**config.mk**
```make
export PLATFORM = sky130hd
export DESIGN_NAME = phase_gate_stream
export DESIGN_NICKNAME = d
export VERILOG_FILES = /design/src/rtl/phase_gate_stream.sv
export SDC_FILE = /design/constraint.sdc
export NUM_CORES = 2
export LEC_CHECK = 0
export BUFFER_PORTS_ARGS = -buffer_cell sky130_fd_sc_hd__buf_2
export CORE_ASPECT_RATIO = 0.5
export CORE_MARGIN = 2
export CORE_UTILIZATION = 59
export DETAILED_ROUTE_END_ITERATION = 8
export MAX_ROUTING_LAYER = met4
export PLACE_DENSITY = 0.76
export SYNTH_ARGS = -nofsm -noshare
export SYNTH_HDL_FRONTEND = slang
export SYNTH_SLANG_ARGS = --single-unit
```
**constraint.sdc**
```tcl
create_clock -name clk -period 8 [get_ports clk]
set_clock_uncertainty 0.05 [all_clocks]
set_input_delay 0.4 -clock clk [delete_from_list [all_inputs] [get_ports clk]]
set_output_delay 0.4 -clock clk [all_outputs]
set_load 0.01 [all_outputs]
```
**src/rtl/phase_gate_stream.sv**
```systemverilog
// phase_gate_stream
// Applies a single-qubit diagonal phase gate to a streamed state vector.
// Amplitudes arrive in index order, N = 2^NUM_QUBITS per frame. Amplitudes
// whose index has the target bit set are multiplied by the gate's phase
// factor. All other amplitudes pass through unchanged.
//
// Ports
//   clk, rst_n               clock (rising edge), async active-low reset
//   in_valid/in_ready        input handshake
//   in_last                  frame marker, compared against the index counter
//   in_real/in_imag          input amplitude (signed, FRAC fractional bits)
//   cfg_mode/cfg_target      gate select and target qubit, sampled at idx 0
//   cfg_cos/cfg_sin          custom phase coefficients (mode 6)
//   out_valid/out_ready      output handshake
//   out_last                 asserted with the output of amplitude N-1
//   out_real/out_imag        rotated amplitude
//   frame_err                sticky: in_last disagreed with the index counter
//
// Handshake: a beat moves when valid && ready. Once out_valid is high, the
// beat and its data stay stable until out_ready takes it. The 3-stage
// pipeline advances as a unit when !out_valid || out_ready. in_ready is
// exactly that condition.

`ifndef FIXED_WIDTH
`define FIXED_WIDTH 16
`endif

module phase_gate_stream #(
    parameter int WIDTH      = `FIXED_WIDTH,
    parameter int FRAC       = WIDTH - 2,
    parameter int NUM_QUBITS = 4,
    localparam int TW        = (NUM_QUBITS > 1) ? $clog2(NUM_QUBITS) : 1
) (
    input  logic                    clk,
    input  logic                    rst_n,
    input  logic                    in_valid,
    output logic                    in_ready,
    input  logic                    in_last,
    input  logic signed [WIDTH-1:0] in_real,
    input  logic signed [WIDTH-1:0] in_imag,
    input  logic [2:0]              cfg_mode,
    input  logic [TW-1:0]           cfg_target,
    input  logic signed [WIDTH-1:0] cfg_cos,
    input  logic signed [WIDTH-1:0] cfg_sin,
    output logic                    out_valid,
    input  logic                    out_ready,
    output logic                    out_last,
    output logic signed [WIDTH-1:0] out_real,
    output logic signed [WIDTH-1:0] out_imag,
    output logic                    frame_err
);

    typedef enum logic [2:0] {
        MODE_I      = 3'd0,
        MODE_Z      = 3'd1,
        MODE_S      = 3'd2,
        MODE_SDG    = 3'd3,
        MODE_T      = 3'd4,
        MODE_TDG    = 3'd5,
        MODE_CUSTOM = 3'd6,
        MODE_RSVD   = 3'd7
    } mode_t;

    // Coefficients carry one extra bit so that +1.0 is representable even
    // when FRAC = WIDTH-1. Every gate is then a complex multiply, and the
    // negation/swap gates round and saturate exactly like T and custom.
    localparam int CW = WIDTH + 1;
    localparam int PW = WIDTH + CW;
    localparam int SW = PW + 1;

    localparam real                   T_REAL = (2.0 ** FRAC) / 1.4142135623730951;
    localparam logic signed [CW-1:0] C_ONE  = CW'(1) << FRAC;
    localparam logic signed [CW-1:0] C_T    = CW'($rtoi(T_REAL + 0.5));
    localparam logic signed [SW-1:0] HALF_S = SW'(1) << (FRAC - 1);
    localparam logic signed [SW-1:0] MAX_S  = {{(SW-WIDTH+1){1'b0}}, {(WIDTH-1){1'b1}}};
    localparam logic signed [SW-1:0] MIN_S  = {{(SW-WIDTH+1){1'b1}}, {(WIDTH-1){1'b0}}};

    function automatic logic signed [WIDTH-1:0] sat(input logic signed [SW-1:0] v);
        if (v > MAX_S)      return MAX_S[WIDTH-1:0];
        else if (v < MIN_S) return MIN_S[WIDTH-1:0];
        else                return v[WIDTH-1:0];
    endfunction

    logic                    adv;
    logic                    accept;
    logic [NUM_QUBITS-1:0]   idx;
    logic                    at_start;
    logic                    at_end;

    mode_t                   lat_mode;
    logic [TW-1:0]           lat_target;
    logic signed [WIDTH-1:0] lat_cos;
    logic signed [WIDTH-1:0] lat_sin;

    mode_t                   eff_mode;
    logic [TW-1:0]           eff_target;
    logic signed [WIDTH-1:0] eff_cos;
    logic signed [WIDTH-1:0] eff_sin;
    logic [NUM_QUBITS-1:0]   idx_shift;
    logic signed [CW-1:0]    coef_re;
    logic signed [CW-1:0]    coef_im;

    logic                    s1_valid, s1_last;
    logic signed [WIDTH-1:0] s1_re, s1_im;
    logic signed [CW-1:0]    s1_cr, s1_ci;

    logic                    s2_valid, s2_last;
    logic signed [PW-1:0]    p_ac, p_bd, p_ad, p_bc;

    logic signed [SW-1:0]    sum_re, sum_im;

    assign adv      = !out_valid || out_ready;
    assign in_ready = adv;
    assign accept   = in_valid && in_ready;
    assign at_start = (idx == '0);
    assign at_end   = (idx == '1);

    // The idx-0 beat uses the live cfg inputs, so a new frame's gate is
    // applied to its first amplitude with no bubble. All later beats use
    // the copy latched on that beat.
    always_comb begin
        eff_mode   = lat_mode;
        eff_target = lat_target;
        eff_cos    = lat_cos;
        eff_sin    = lat_sin;
        if (at_start) begin
            eff_mode   = (int'(cfg_target) >= NUM_QUBITS) ? MODE_I : mode_t'(cfg_mode);
            eff_target = cfg_target;
            eff_cos    = cfg_cos;
            eff_sin    = cfg_sin;
        end
    end

    always_comb begin
        idx_shift = idx >> eff_target;
        coef_re   = C_ONE;
        coef_im   = '0;
        if (idx_shift[0]) begin
            case (eff_mode)
                MODE_Z:      begin coef_re = -C_ONE; coef_im = '0;     end
                MODE_S:      begin coef_re = '0;     coef_im = C_ONE;  end
                MODE_SDG:    begin coef_re = '0;     coef_im = -C_ONE; end
                MODE_T:      begin coef_re = C_T;    coef_im = C_T;    end
                MODE_TDG:    begin coef_re = C_T;    coef_im = -C_T;   end
                MODE_CUSTOM: begin coef_re = CW'(eff_cos); coef_im = CW'(eff_sin); end
                default:     begin coef_re = C_ONE;  coef_im = '0;     end
            endcase
        end
    end

    always_ff @(posedge clk or negedge rst_n) begin
        if (!rst_n) begin
            idx        <= '0;
            frame_err  <= 1'b0;
            lat_mode   <= MODE_I;
            lat_target <= '0;
            lat_cos    <= '0;
            lat_sin    <= '0;
        end else if (accept) begin
            // No resync on a framing error: the counter keeps its normal wrap.
            idx <= idx + 1'b1;
            if (in_last != at_end) frame_err <= 1'b1;
            if (at_start) begin
                lat_mode   <= eff_mode;
                lat_target <= eff_target;
                lat_cos    <= eff_cos;
                lat_sin    <= eff_sin;
            end
        end
    end

    // Stage 1: operand and coefficient capture.
    always_ff @(posedge clk or negedge rst_n) begin
        if (!rst_n) begin
            s1_valid <= 1'b0;
            s1_last  <= 1'b0;
            s1_re    <= '0;
            s1_im    <= '0;
            s1_cr    <= '0;
            s1_ci    <= '0;
        end else if (adv) begin
            s1_valid <= in_valid;
            s1_last  <= in_valid && at_end;
            s1_re    <= in_real;
            s1_im    <= in_imag;
            s1_cr    <= coef_re;
            s1_ci    <= coef_im;
        end
    end

    // Stage 2: the four partial products.
    always_ff @(posedge clk or negedge rst_n) begin
        if (!rst_n) begin
            s2_valid <= 1'b0;
            s2_last  <= 1'b0;
            p_ac     <= '0;
            p_bd     <= '0;
            p_ad     <= '0;
            p_bc     <= '0;
        end else if (adv) begin
            s2_valid <= s1_valid;
            s2_last  <= s1_last;
            p_ac     <= PW'(s1_re) * PW'(s1_cr);
            p_bd     <= PW'(s1_im) * PW'(s1_ci);
            p_ad     <= PW'(s1_re) * PW'(s1_ci);
            p_bc     <= PW'(s1_im) * PW'(s1_cr);
        end
    end

    // Stage 3: combine, round half up, scale back, saturate.
    always_comb begin
        sum_re = ((SW'(p_ac) - SW'(p_bd)) + HALF_S) >>> FRAC;
        sum_im = ((SW'(p_ad) + SW'(p_bc)) + HALF_S) >>> FRAC;
    end

    always_ff @(posedge clk or negedge rst_n) begin
        if (!rst_n) begin
            out_valid <= 1'b0;
            out_last  <= 1'b0;
            out_real  <= '0;
            out_imag  <= '0;
        end else if (adv) begin
            out_valid <= s2_valid;
            out_last  <= s2_last;
            out_real  <= sat(sum_re);
            out_imag  <= sat(sum_im);
        end
    end

endmodule

```
### After elaboration in Yosys (flattened, before gate mapping)

Index checks and enable logic that the tools add are counted.

* flip-flop bits (word level): 278
* input port bits: 74
* word-level logic and storage cells: 65

* add/sub/neg operators: 5
* $mul: 4
* magnitude comparators: 4
* eq/ne operators: 8
* shift operators: 1
* mux-type cells: 12
* reduce and logical (&&, ||, !) cells: 9

Operators with widths (count)
* 16-bit by 17-bit multiplier with 33-bit output: 4
* 16-bit 2-to-1 mux: 6
* 17-bit case mux with 5 select lines: 1
* 34-bit by 15-bit adder with 34-bit output (second input constant): 2
* 17-bit case mux with 4 select lines: 1
* 20-bit by 16-bit greater-than comparator with 1-bit output (second input constant): 2
* 20-bit by 16-bit < comparator with 1-bit output (second input constant): 2
* 33-bit by 33-bit adder with 34-bit output: 1
* 17-bit 2-to-1 mux: 2
* 33-bit by 33-bit subtractor with 34-bit output: 1
* 3-bit == test (second input constant): 3
* 3-bit by 2-bit == test with 1-bit output (second input constant): 2
* 4-bit by 1-bit adder with 4-bit output (second input constant): 1
* 4-bit == test (second input constant): 1
* 4-bit zero test: 1
* 2-bit AND reduction: 2
* 2-bit OR reduction: 2
* 4-bit by 2-bit >> shifter with 1-bit output: 1
* 3-bit by 1-bit == test with 1-bit output (second input constant): 1
* 3-bit 2-to-1 mux: 1
* 1-bit logical AND: 2
* 2-bit 2-to-1 mux: 1
* 1-bit zero test: 1
* 1-bit logical OR: 1
* 1-bit != test: 1

### Depth between registers and ports, before layout

* depth after elaboration: 6
* mapped depth: 25

### Least setup slack after synthesis

OpenSTA, ideal clock, no wires.

* path type: register to register
* from: register s1_ci[7]
* to: register p_bd[30]
* library setup time: 132 ps
* arrival time: 6183 ps
* data required time: 7818 ps
* path slack: 1634 ps
* cell stages (with the launch flop): 26
* path buffers: 1
* path through: dfrtp_1 clkbuf_1 nand2_1 fa_1 inv_1 fa_1 inv_1 fa_1 inv_1 fa_1 fa_1 inv_1 fa_1 inv_1 ha_1 a21o_1 a21o_1 a21oi_1 o21ai_0 a31o_2 a221o_1 a41oi_1 a211oi_1 a21o_1 a211oi_1 o22ai_1

* longest elaborated chain between the ends: 1

RTL lines
* from (decl): RTL line 105 `logic signed [CW-1:0] s1_cr, s1_ci;`
* from (signal assigned): RTL line 187 `s1_ci <= coef_im;`
* 16-bit by 17-bit multiplier with 33-bit output: RTL line 204 `p_bd <= PW'(s1_im) * PW'(s1_ci);`
* to (signal assigned): RTL line 204
* to (decl): RTL line 108 `logic signed [PW-1:0] p_ac, p_bd, p_ad, p_bc;`

No other way between the ends.
A chain may end at the register's enable or synchronous reset.

### Worst setup path in the final report

* from: register s1_im[5]
* to: register p_bc[32]

* longest elaborated chain between the ends: 1

RTL lines
* from (decl): RTL line 104 `logic signed [WIDTH-1:0] s1_re, s1_im;`
* from (signal assigned): RTL line 185 `s1_im <= in_imag;`
* 16-bit by 17-bit multiplier with 33-bit output: RTL line 206 `p_bc <= PW'(s1_im) * PW'(s1_cr);`
* to (signal assigned): RTL line 206
* to (decl): RTL line 108

No other way between the ends.

==> impl_metrics.env <==
export IMPL_drt_drc_violations_left=0
export IMPL_syn_nets=7501
export IMPL_grt_met1_usage=0.418
export IMPL_timing_final_setup_violations=0
export IMPL_final_layout_size_suffix_gt1_frac=0.0612
export IMPL_route_vias_total=40300
export IMPL_dp_final_hpwl_um=115000
export IMPL_clock_insertion_delay_worst_skew_ns=0.66
export IMPL_ys_top_cells_by_area="sky130_fd_sc_hd__fa_1 (40%), sky130_fd_sc_hd__dfrtp_1 (13%), sky130_fd_sc_hd__ha_1 (11%)"
export IMPL_ys_types=76
export IMPL_filler_cell_count=7421
export IMPL_min_delay_start="cfg_cos[6]"
export IMPL_hold_violations=0
export IMPL_grt_usage=0.324
export IMPL_clockRootBuffer="sky130_fd_sc_hd__clkbuf_16"
export IMPL_place_inst=7056
export IMPL_clock_tree_from_tritoncts="yes"
export IMPL_cts_repair_resized=0
export IMPL_number_of_clock_buffers_inserted_by_tritoncts=31
export IMPL_final_min_period_over_clock_period=0.943
export IMPL_run_status="complete, no violations"
export IMPL_crit_arrival_ns=8.00
export IMPL_synth_yosys_warnings=0
export IMPL_groute_layer_met2_usage=0.516
export IMPL_yosysMostFrequentCell="sky130_fd_sc_hd__inv_1"
export IMPL_layout_cells_non_filler=7186
export IMPL_number_of_buffers_inserted_by_post_cts_setup_repair=0
export IMPL_design_die_area_um2=94000
export IMPL_final_core_occ=0.637
export IMPL_ff_latch_area_um2=6910
export IMPL_maxSlewHeadroom=0.104
export IMPL_met3_usage=0.0774
export IMPL_min_delay_worst_endpoint="lat_cos[6]$_DFFE_PN0P_"
export IMPL_capturing_point_of_the_worst_reg2reg_path="p_bc[32]$_DFFE_PN0N_"
export IMPL_worst_r2r_startpoint="s1_im[5]$_DFFE_PN0N_"
export IMPL_port_buffers=109
export IMPL_worst_r2r_setup_slack_ns=0.46
export IMPL_grt_pass1_vias=43900
export IMPL_gpl_final_weighted_congestion=0.962
export IMPL_synth_ff_latch_count=276
export IMPL_finalMaxSlewViolations=0
export IMPL_numClockSinks=276
export IMPL_top_post_synthesis_cells_by_count="sky130_fd_sc_hd__inv_1 (1237), sky130_fd_sc_hd__fa_1 (1068), sky130_fd_sc_hd__nand2_1 (841)"
export IMPL_max_cap_viol_count=0
export IMPL_row_count=78
export IMPL_synth_top_cell_area_share=0.396
export IMPL_number_of_synthesized_flops_with_an_enable_pin=0
export IMPL_endpoint_kind="register"
export IMPL_core_um2=90600
export IMPL_hold_slack_ns=0.0575
export IMPL_area_occupied_by_multi_input_gates_um2=41400
export IMPL_area_growth_pct=6.93
export IMPL_netlist_instances=5899
export IMPL_worst_pin_slew_ns=1.34
export IMPL_synthArstFlopShare=1.00
export IMPL_die_w_um=432
export IMPL_worst_r2r_cell_count=21
export IMPL_nNetsFinal=7557
export IMPL_effective_utilization_at_floorplan=0.596
export IMPL_synth_area_leader_cell="sky130_fd_sc_hd__fa_1"
export IMPL_antenna_found_initial=7
export IMPL_crit_path_max_fanout=30
export IMPL_rsz0062_at_grt="no"
export IMPL_critical_path_required_ns=8.46
export IMPL_postRouteAntennaNets=0
export IMPL_finalSetupTns_ns=0
export IMPL_timing_hold_worst_path_depth=3
export IMPL_cts_htree_levels=1
export IMPL_grt_max_degree=122
export IMPL_postCtsHoldBufs=66
export IMPL_gr_max_usage_layer="met2"
export IMPL_avg_inst_size_synth_um2=9.14
export IMPL_fmax_mhz=133
export IMPL_timing_critical_path_from_type="register"
export IMPL_worst_setup_path_type="register to register"
export IMPL_timing_hold_worst_class="input pin to register"
export IMPL_post_synth_instance_area_um2=53900
export IMPL_number_of_buffers_on_the_longest_clock_path=3
export IMPL_sum_of_routed_wire_length_over_all_layers_um=141000
export IMPL_path_clk_slew_ns=0.07
export IMPL_synth_seq_area_share=0.128
export IMPL_globalRoute_totalOverflow=0
export IMPL_pin_count=110
export IMPL_grt_pass1_wl_um=232000
export IMPL_die_h_um=218
export IMPL_dr_first_iter_drc_count=2774
export IMPL_synth_flop_cell="sky130_fd_sc_hd__dfrtp_1"
export IMPL_post_drt_via_cell_ratio=5.61
export IMPL_detail_route_wl_per_cell_um=19.6
export IMPL_pre_repair_dr_iteration_count=9
export IMPL_finalCriticalPeriod_ns=7.54
-- registers in the layout (all words and copies together), names as in the netlist, 2 cells and up --
register	count
idx	4
lat_cos	16
lat_mode	3
lat_sin	16
lat_target	2
out_imag	16
out_real	16
p_ac	33
p_ad	33
p_bc	33
p_bd	33
s1_ci	16
s1_cr	16
s1_im	16
s1_re	16
-- final cells by class --
| cell class | instances | share of cell area |
|---|---|---|
| clock inverter | 18 | 0.00332 |
| sequential | 276 | 0.120 |
| multi-input combinational | 4113 | 0.717 |
| antenna | 6 | 0.000260 |
| timing repair buffer | 294 | 0.0379 |
| clock buffer | 40 | 0.0149 |
| tap | 1200 | 0.0260 |
| inverter | 1239 | 0.0808 |
-- how the worst max path moves through the flow --
stage	to	cells after the start	from	slack, ns
global placement	p_bc[32]$_DFFE_PN0N_	23	s1_im[5]$_DFFE_PN0N_	0.81
global route	p_bc[32]$_DFFE_PN0N_	20	s1_cr[15]$_DFFE_PN0N_	0.08
CTS	p_bc[32]$_DFFE_PN0N_	21	s1_im[5]$_DFFE_PN0N_	0.53
detailed placement	p_bc[32]$_DFFE_PN0N_	23	s1_im[5]$_DFFE_PN0N_	0.57
finish	p_bc[32]$_DFFE_PN0N_	21	s1_im[5]$_DFFE_PN0N_	0.46
floorplan	p_bd[30]$_DFFE_PN0N_	25	s1_ci[7]$_DFFE_PN0N_	1.63
-- critical path, cell delays in order (launching register included) --
cell and delay [ns]:
sky130_fd_sc_hd__dfrtp_1 1.13, sky130_fd_sc_hd__buf_4 0.27, sky130_fd_sc_hd__and2_1 0.14, sky130_fd_sc_hd__fa_1 0.45
sky130_fd_sc_hd__fa_1 0.51, sky130_fd_sc_hd__ha_1 0.14, sky130_fd_sc_hd__inv_1 0.05, sky130_fd_sc_hd__fa_1 0.49
sky130_fd_sc_hd__inv_1 0.07, sky130_fd_sc_hd__fa_1 0.54, sky130_fd_sc_hd__inv_1 0.05, sky130_fd_sc_hd__fa_1 0.47
sky130_fd_sc_hd__inv_1 0.04, sky130_fd_sc_hd__ha_1 0.37, sky130_fd_sc_hd__nand2_1 0.07, sky130_fd_sc_hd__o311ai_0 0.48
sky130_fd_sc_hd__a31oi_1 0.25, sky130_fd_sc_hd__o31ai_1 0.55, sky130_fd_sc_hd__a41oi_1 0.30, sky130_fd_sc_hd__a2111oi_0 0.73
sky130_fd_sc_hd__o21a_1 0.19, sky130_fd_sc_hd__o31ai_1 0.07
-- cell usage in the layout, fill, tap and decap left out, types with 66 or more instances in the layout --
| master | netlist | layout |
|---|---|---|
| sky130_fd_sc_hd__xnor2_1 | 99 | 99 |
| sky130_fd_sc_hd__fa_1 | 1068 | 1068 |
| sky130_fd_sc_hd__inv_1 | 1237 | 1236 |
| sky130_fd_sc_hd__dfrtp_1 | 276 | 276 |
| sky130_fd_sc_hd__ha_1 | 460 | 460 |
| sky130_fd_sc_hd__nor2_1 | 205 | 205 |
| sky130_fd_sc_hd__buf_4 | 0 | 113 |
| sky130_fd_sc_hd__and2_1 | 495 | 494 |
| sky130_fd_sc_hd__o21ai_0 | 148 | 148 |
| sky130_fd_sc_hd__a21o_1 | 77 | 77 |
| sky130_fd_sc_hd__buf_2 | 2 | 108 |
| sky130_fd_sc_hd__a21oi_1 | 197 | 197 |
| sky130_fd_sc_hd__nand2_1 | 841 | 841 |
| sky130_fd_sc_hd__dlygate4sd3_1 | 0 | 66 |
-- routing by layer --
| layer | vias up | share of wire |
|---|---|---|
| met4 | 0 | 0.032 |
| met2 | 1503 | 0.47 |
| met1 | 20600 | 0.40 |
| met5 | - | 0 |
| li1 | 17900 | - |
| met3 | 315 | 0.096 |
-- logic make-up after synthesis --
logic type / Yosys count / synth area share
AND/OR/NAND/NOR: 1752 / 0.154
adder cells (fa/ha/maj): 1528 / 0.503
buffers and inverters: 1510 / 0.105
AO/OA/AOI/OAI: 613 / 0.0720
flip-flops: 276 / 0.128
XOR/XNOR: 164 / 0.0266
multiplexers: 56 / 0.0112
-- stage by stage --
step / worst slack (ns) / area, um2
5_1_grt: 0.0816 / 57700
2_1_floorplan: 1.63 / 53900
3_3_place_gp: 0.807 / 56000
3_5_place_dp: 0.569 / 56000
6_report: 0.459 / 57700
4_1_cts: 0.527 / 57700
Power is not shown: default switching activity piles up to over one toggle a cycle in this logic, so the estimate is an artifact.
